### src/rtl/mux_arbiter_8.sv
// Round-robin arbiter for eight requester lanes with burst-limited grants.
// The owner's lane is steered 8:1 onto the output by the registered sel.
module mux_arbiter_8 #(
  parameter int WIDTH     = 32,
  parameter int BURST_MAX = 4
) (
  input  logic               clk,
  input  logic               rst_n,
  input  logic [7:0]         req,
  input  logic [8*WIDTH-1:0] data_in,
  input  logic               out_ready,
  output logic               out_valid,
  output logic [WIDTH-1:0]   out_data,
  output logic [7:0]         grant,
  output logic [2:0]         sel,
  output logic [7:0]         ack,
  output logic               busy
);

  typedef enum logic {
    IDLE  = 1'b0,
    GRANT = 1'b1
  } state_t;

  localparam logic [7:0] LAST_BEAT = 8'(BURST_MAX - 1);

  state_t     state_q, state_d;
  logic [7:0] grant_q, grant_d;
  logic [2:0] sel_q, sel_d;
  logic       busy_q, busy_d;
  logic [7:0] beat_cnt_q, beat_cnt_d;
  logic [2:0] last_winner_q, last_winner_d;

  logic       xfer;
  logic       found;
  logic [2:0] win;

  assign out_valid = rst_n && (state_q == GRANT) && req[sel_q];
  assign xfer      = out_valid && out_ready;
  assign ack       = xfer ? (8'b1 << sel_q) : 8'b0;
  assign out_data  = data_in[sel_q*WIDTH +: WIDTH];
  assign grant     = grant_q;
  assign sel       = sel_q;
  assign busy      = busy_q;

  // Rotating priority: first request at or after last_winner+1.
  always_comb begin
    logic [2:0] idx;
    found = 1'b0;
    win   = 3'd0;
    idx   = 3'd0;
    for (int k = 0; k < 8; k++) begin
      idx = last_winner_q + 3'(k + 1);
      if (!found && req[idx]) begin
        found = 1'b1;
        win   = idx;
      end
    end
  end

  always_comb begin
    state_d       = state_q;
    grant_d       = grant_q;
    sel_d         = sel_q;
    busy_d        = busy_q;
    beat_cnt_d    = beat_cnt_q;
    last_winner_d = last_winner_q;
    unique case (1'b1)
      (state_q == IDLE): begin
        if (found) begin
          state_d    = GRANT;
          grant_d    = 8'b1 << win;
          sel_d      = win;
          busy_d     = 1'b1;
          beat_cnt_d = 8'd0;
        end
      end
      (state_q == GRANT): begin
        if (!req[sel_q] ||
            (xfer && beat_cnt_q == LAST_BEAT)) begin
          state_d       = IDLE;
          grant_d       = 8'd0;
          busy_d        = 1'b0;
          last_winner_d = sel_q;
        end else if (xfer) begin
          beat_cnt_d = beat_cnt_q + 8'd1;
        end
      end
      default: state_d = IDLE;
    endcase
  end

  always_ff @(posedge clk) begin
    if (!rst_n) begin
      state_q       <= IDLE;
      grant_q       <= 8'd0;
      sel_q         <= 3'd0;
      busy_q        <= 1'b0;
      beat_cnt_q    <= 8'd0;
      last_winner_q <= 3'd7;
    end else begin
      state_q       <= state_d;
      grant_q       <= grant_d;
      sel_q         <= sel_d;
      busy_q        <= busy_d;
      beat_cnt_q    <= beat_cnt_d;
      last_winner_q <= last_winner_d;
    end
  end

endmodule

### config.mk
export PLATFORM = sky130hd
export DESIGN_NAME = mux_arbiter_8
export DESIGN_NICKNAME = d
export VERILOG_FILES = /design/src/rtl/mux_arbiter_8.sv
export SDC_FILE = /design/constraint.sdc
export NUM_CORES = 1
export LEC_CHECK = 0
export BUFFER_PORTS_ARGS = -buffer_cell sky130_fd_sc_hd__clkbuf_2
export CAP_MARGIN = 0
export CORE_MARGIN = 10
export CORE_UTILIZATION = 38
export CTS_BUF_LIST = sky130_fd_sc_hd__clkbuf_4 sky130_fd_sc_hd__clkbuf_8 sky130_fd_sc_hd__clkbuf_16
export CTS_CLUSTER_DIAMETER = 80
export DETAILED_ROUTE_END_ITERATION = 6
export GPL_ROUTABILITY_DRIVEN = 1
export HOLD_SLACK_MARGIN = 0.12
export PLACE_DENSITY = 0.84
export SLEW_MARGIN = 20
export SYNTH_ARGS = -nofsm -noshare
export SYNTH_HDL_FRONTEND = slang
export SYNTH_SLANG_ARGS = --single-unit
### constraint.sdc
create_clock -name clk -period 3.1 [get_ports clk]
set_clock_uncertainty 0.2 [all_clocks]
set_input_delay 0.155 -clock clk [delete_from_list [all_inputs] [get_ports clk]]
set_output_delay 0.155 -clock clk [all_outputs]
set_load 0.05 [all_outputs]
# [Yosys cells after proc, flatten, opt, wreduce, memory -nomap -nowiden]
# Cells that the tools add are included.
[classes] n_addsub=8 order_cmp=9 eq_ne=5 shifts=3 mux=48 bitwise=1 n_reduce_logical=24
[ops] cell="variable part select 256 x 9 -> 32 bit" n=1
[ops] cell="two-way mux 8 bit" n=6
[ops] cell="less-than comparator 3 x 4 -> 1 bit (second input constant)" n=9
[ops] cell="one-hot mux 8 bit (2 select lines)" n=2
[ops] cell="binary-select mux 1 bit (select 3 bit)" n=9
[ops] cell="two-way mux 3 bit" n=8
[ops] cell="two-way mux 1 bit" n=21
[ops] cell="left shift 1 x 3 -> 8 bit (first input constant)" n=2
[ops] cell="adder 3 bit (second input constant)" n=4
[ops] cell="logical AND 1 bit" n=11
[ops] cell="adder 8 x 1 -> 8 bit (second input constant)" n=1
[ops] cell="== test 8 x 2 -> 1 bit (second input constant)" n=1
[ops] cell="logical NOT 1 bit" n=8
[ops] cell="adder 3 x 2 -> 3 bit (second input constant)" n=2
[ops] cell="AND reduction 2 bit" n=3
[ops] cell="!= test 2 x 1 -> 1 bit (second input constant)" n=2
[ops] cell="!= test 2 bit (second input constant)" n=2
[ops] cell="one-hot mux 1 bit (2 select lines)" n=2
[ops] cell="adder 3 x 1 -> 3 bit (second input constant)" n=1
[ops] cell="AND reduction 3 bit" n=1
[ops] cell="logical OR 1 bit" n=1
[ops] cell="inverter 1 bit" n=1
[word_totals] reg_bits=24 in_bits=267 output_inout_bits=53 elab_cells=104

# [Longest topological paths before layout]
[logic_depth] word_depth=28 depth_mapped=15 depth_no_buf=9

# [Worst setup path before layout]
# No wires, ideal clock.
[synth_path] kind="flip-flop to output port" start="register sel_q[1] (netlist: sel[1])" end="output ack[0]" arrival_ps=3135 t_required_ps=2745 setup_slack_ps=-390 stages_incl_launch_ff=6 path_buffers=1 path_cell_list="dfxtp_1 > clkbuf_1 > mux4_2 > mux2_2 > nand4_1 > nor4_1"
[synth_via] elab_chain_len=5 word_cells_on_any_way=6 cone_classes="shift (1); mux (3); reduce/logical (2)"
[synth_lines] element="start: declaration" line="29" source="logic [2:0] sel_q, sel_d;"
[synth_lines] element="start signal: assignment" line="104" source="sel_q <= sel_d;"
[synth_lines] element="binary-select mux 1 bit (select 3 bit)" line="38" source="assign out_valid = rst_n && (state_q == GRANT) && req[sel_q];"
[synth_lines] element="two-way mux 1 bit (implied by the code)" line="38"
[synth_lines] element="logical AND 1 bit" line="38"
[synth_lines] element="logical AND 1 bit" line="39" source="assign xfer = out_valid && out_ready;"
[synth_lines] element="two-way mux 8 bit (*)" line="40" source="assign ack = xfer ? (8'b1 << sel_q) : 8'b0;"
[synth_lines] element="end: declaration" line="16" source="output logic [7:0] ack,"
# Mark *: on every way between the ends. The rest lies on a longest branch, timed or not. The select of a mux whose other input is x is not followed.

# [Final worst setup path]
[layout_path] start="register last_winner_q[1]" end="register grant_q[0] (netlist: grant[0])"
[layout_via] elab_chain_len=28 word_cells_on_any_way=58 cone_classes="add/sub (7); eq/ne (1); shift (1); mux (34); reduce/logical (15)"
[layout_lines] element="start: declaration" line="32" source="logic [2:0] last_winner_q, last_winner_d;"
[layout_lines] element="start signal: assignment" line="107" source="last_winner_q <= last_winner_d;"
[layout_lines] element="adder 3 x 1 -> 3 bit" line="53" source="idx = last_winner_q + 3'(k + 1);"
[layout_lines] element="binary-select mux 1 bit (select 3 bit)" line="54" source="if (!found && req[idx]) begin"
[layout_lines] element="two-way mux 1 bit (implied by the code)" line="54"
[layout_lines] element="two-way mux 1 bit" line="54"
[layout_lines] element="logical NOT 1 bit" line="54"
[layout_lines] element="logical AND 1 bit" line="54"
[layout_lines] element="two-way mux 1 bit" line="54"
[layout_lines] element="logical NOT 1 bit" line="54"
[layout_lines] element="(+12 left out)"
[layout_lines] element="logical AND 1 bit" line="54"
[layout_lines] element="two-way mux 1 bit" line="54"
[layout_lines] element="logical NOT 1 bit" line="54"
[layout_lines] element="logical AND 1 bit" line="54"
[layout_lines] element="two-way mux 3 bit" line="54"
[layout_lines] element="left shift 1 x 3 -> 8 bit" line="72" source="grant_d = 8'b1 << win;"
[layout_lines] element="two-way mux 8 bit" line="70" source="if (found) begin"
[layout_lines] element="one-hot mux 8 bit (2 select lines)" line="68" source="unique case (1'b1)"
[layout_lines] element="end signal: assignment" line="103" source="grant_q <= grant_d;"
[layout_lines] element="end: declaration" line="28" source="logic [7:0] grant_q, grant_d;"
# Parallel ways exist; a longest one is shown, timed or not. The select of a mux whose other input is x is not followed.
# A chain may end at the register's enable or synchronous reset.

==> impl_metrics.tcl <==
set metrics [dict create \
    syn-num-nets 649 \
    die_x_um 125 \
    p_seq_share_pct 8.4 \
    cp.arrival_ns 3.03 \
    run_status "finished, final reports clean" \
    final_layout_size_suffix_gt1_share_pct 72.3 \
    total_switching_power_mw 3.43 \
    slew-limit-headroom_pct 58.4 \
    vdd.ir_drop.worst_uv 573 \
    max_slew.worst_pin.slew_ns 0.618 \
    synth_enable_flop_cells 0 \
    r2r_end "grant[0]$_SDFFE_PN0P_" \
    drv.max_cap_violation_count 0 \
    power.density_cell_area_mw_per_mm2 1010 \
    initial_util_pct 38.8 \
    grt-ovfl-total 0 \
    portBuffers 319 \
    clock_path_buffers 2 \
    finalWorstPathRequiredPeriod_ns 3.04 \
    drt_pass1_iterations 5 \
    report.final.slew_viol_count 0 \
    htree_num_levels 1 \
    min_path_cells 4 \
    min_period_over_period_pct 98.0 \
    hpwlAfterDp_um 18300 \
    finalSetupViolations 0 \
    origin_of_the_critical_flop_to_flop_path "last_winner_q[1]$_SDFFE_PN1P_" \
    ys_types 60 \
    grt_first_pass_wirelength_um 30800 \
    internal_power_mw 2.81 \
    grt_max_degree 48 \
    floorplan.rows 38 \
    clkSlewWorstSetupHoldPaths_ns 0.09 \
    area_growth_pct 48.1 \
    wire_per_inst_um 25.1 \
    yosys_warnings 0 \
    worst_skew_pair.late_latency_ns 0.27 \
    core-area_mm2 0.0108 \
    drt-vias-per-instance 5.81 \
    cts_buffers 3 \
    worst-path-max-fanout 7 \
    hold_path.startpoint "out_ready" \
    combinationalPowerShare_pct 87.2 \
    min-delay-path-class "in -> reg" \
    pin_count 320 \
    die_y_um 125 \
    via_count 4860 \
    number_of_global_route_vias_before_repair 5096 \
    finalWirelength_um 21000 \
    mappedNetlistArea_mm2 0.00419 \
    cts-root-buf "clkbuf_8" \
    ys_dominant_reg_cell "dfxtp_1" \
    netlist_instances 379 \
    fill_cells 922 \
    static-leakage-power_nw 2.82 \
    fmaxAchievable_mhz 329 \
    timing.reg2reg.worst_path_depth 8 \
    hold_ep "beat_cnt_q[1]$_SDFFE_PN0P_" \
    crit_required_ns 3.09 \
    clkSinkCount 24 \
    number_of_antenna_violations_at_the_first_check_in_global_routing 5 \
    power_mw 6.24 \
    die_area_mm2 0.0156 \
    rsz_0062_raised_after_global_routing "yes" \
    postSynthRegisterBits 24 \
    p_clk_share_pct 4.4 \
    drt_iter0_drc 400 \
    crit_type "reg -> reg" \
    number_of_nets_in_the_finished_design 967 \
    power.switching_fraction_pct 55.0 \
    register_to_register_setup_slack_ns 0.06 \
    post-route-drc-count 0 \
    syn_area_per_cell_um2 11.0 \
    timing_hold_violations_final 0 \
    type_of_element_launching_the_critical_path "flip-flop" \
    tritoncts "built" \
    ant_nets 0 \
    asyncSetResetFlopFracSynth_pct 0 \
    element_type_at_the_critical_path_end "flip-flop" \
    grt_use_total_pct 24.9 \
    finalCoreUtilization_pct 57.5 \
    synth_sequential_area_ratio_pct 11.5 \
    gp_routability_congestion 0.997 \
]
## metrics by stage
stage | setup WS (ns) | hold WS [ns] | std cells | area [um2] | TNS (ns)
after floorplan | -0.0493 | 0.180 | 379 | 4270 | -0.153
after global placement | 0.0737 | 0.262 | 825 | 6010 | 0
after detailed placement | -0.00380 | 0.264 | 825 | 6010 | -0.00380
after CTS | 0.0461 | 0.170 | 830 | 6090 | 0
after global routing | -0.0322 | 0.229 | 837 | 6200 | -0.0685
final | 0.0623 | 0.177 | 837 | 6200 | 0
## synthesized netlist by cell type, drive strengths merged (2+ instances only)
library cell,n,share of area [%]
a211oi,4,0.72
nand3,28,3.3
dfxtp,24,11
a31oi,4,0.60
nor3,12,1.4
o211ai,4,0.72
nand2b,2,0.30
a21oi,8,0.96
or3,2,0.42
xor2,4,0.84
nand2,19,1.7
clkbuf,21,3.1
buf,17,2.2
o22ai,2,0.30
and3,7,1.2
mux2i,14,3.3
inv,7,0.63
and2b,2,0.45
o31ai,9,1.6
nor2,22,2.0
o21ai,5,0.69
nand4,3,0.45
xnor2,7,1.5
ha,3,0.90
nor2b,2,0.30
a221oi,2,0.42
mux2,43,12
o211a,2,0.48
o2111ai,2,0.42
mux4,77,42
and2,3,0.51
a31o,2,0.42
nor4,2,0.30
o21a,2,0.36
## sequential cells by signal (all words and copies together), names as in the netlist
register	count
beat_cnt_q	8
busy	1
grant	8
last_winner_q	3
sel	3
state_q	1
## cell type report
type	count	area [um2]	area share, %
multi-input cells	310	3550	57.3
clock inverters	1	30.0	0.484
clock buffers	3	41.3	0.666
repair buffers	351	1880	30.3
flip-flops and latches	24	493	7.95
diodes	1	2.50	0.0404
well taps	140	175	2.82
inverters	7	28.8	0.464
## cells by family (layout without fill, tap and decap cells)
group	Yosys count	after routing	synth area share [%]
AND/OR/NAND/NOR	107	107	13.1
AO/OA/AOI/OAI	55	55	9.62
multiplexers	134	134	56.7
XOR/XNOR	11	11	2.30
other	0	1	0
flip-flops	24	24	11.5
buffers and inverters	45	362	5.98
adder cells (fa/ha/maj)	3	3	0.896
## power groups by stage
stage          Combinational (mW)  Clock [mW]  Sequential, mW
2_1_floorplan                3.97           0           0.597
6_report                     5.44       0.277           0.522
3_3_place_gp                 5.18           0           0.530
5_1_grt                      5.75       0.293           0.540
4_1_cts                      5.25       0.281           0.531
3_5_place_dp                 5.23           0           0.533
## cell usage in the layout (no fill, tap or decap), types with 3 or more instances in the layout
cell / count
o21ai_0: 4
a211oi_1: 4
xnor2_1: 7
and3_4: 3
nand3_1: 28
a21oi_1: 8
nand2_1: 19
and3_1: 3
mux2_4: 3
dfxtp_4: 3
buf_12: 3
o31ai_2: 3
dfxtp_1: 20
xor2_1: 4
clkbuf_8: 3
a31oi_1: 3
clkbuf_2: 319
mux2i_1: 12
mux2_2: 39
o211ai_1: 4
o31ai_1: 5
nand4_1: 3
buf_4: 28
mux4_2: 75
nor3_1: 10
inv_1: 5
nor2_1: 22
## metal layers
| layer | routed length (um) | track usage (%) |
|---|---|---|
| met4 | 335 | 3.66 |
| met5 | 55 | 0 |
| met1 | 7460 | 28.4 |
| met3 | 2050 | 8.49 |
| met2 | 11100 | 44.7 |
## critical path, stage by stage (launching register included)
cell	delay, ns
dfxtp_4	0.41
buf_4	0.14
mux4_2	0.51
and2_4	0.19
a22o_1	0.22
and3_4	0.18
o31a_1	0.31
or4b_4	0.58
o31ai_1	0.22
## worst max path at each step
| stage | from | end | slack, ns | depth (start not counted) |
|---|---|---|---|---|
| 3_5_place_dp | last_winner_q[1]$_SDFFE_PN1P_ | grant[4]$_SDFFE_PN0P_ | -0.004 | 8 |
| 5_1_grt | last_winner_q[0]$_SDFFE_PN1P_ | grant[5]$_SDFFE_PN0P_ | -0.03 | 8 |
| 4_1_cts | last_winner_q[1]$_SDFFE_PN1P_ | grant[4]$_SDFFE_PN0P_ | 0.05 | 8 |
| 6_report | last_winner_q[1]$_SDFFE_PN1P_ | grant[0]$_SDFFE_PN0P_ | 0.06 | 8 |
| 2_1_floorplan | sel[1]$_SDFFE_PN0P_ | ack[2] | -0.05 | 5 |
| 3_3_place_gp | last_winner_q[1]$_SDFFE_PN1P_ | grant[5]$_SDFFE_PN0P_ | 0.07 | 8 |
## what timing repair did
item,4_1_cts,5_1_grt
hold buffers,1,0
gates resized for setup,1,14
hold endpoints to repair,9,0
pin swaps,0,3
endpoints found under the setup margin,1,9
buffers inserted,0,6
Power figures use the tool's default switching activity.
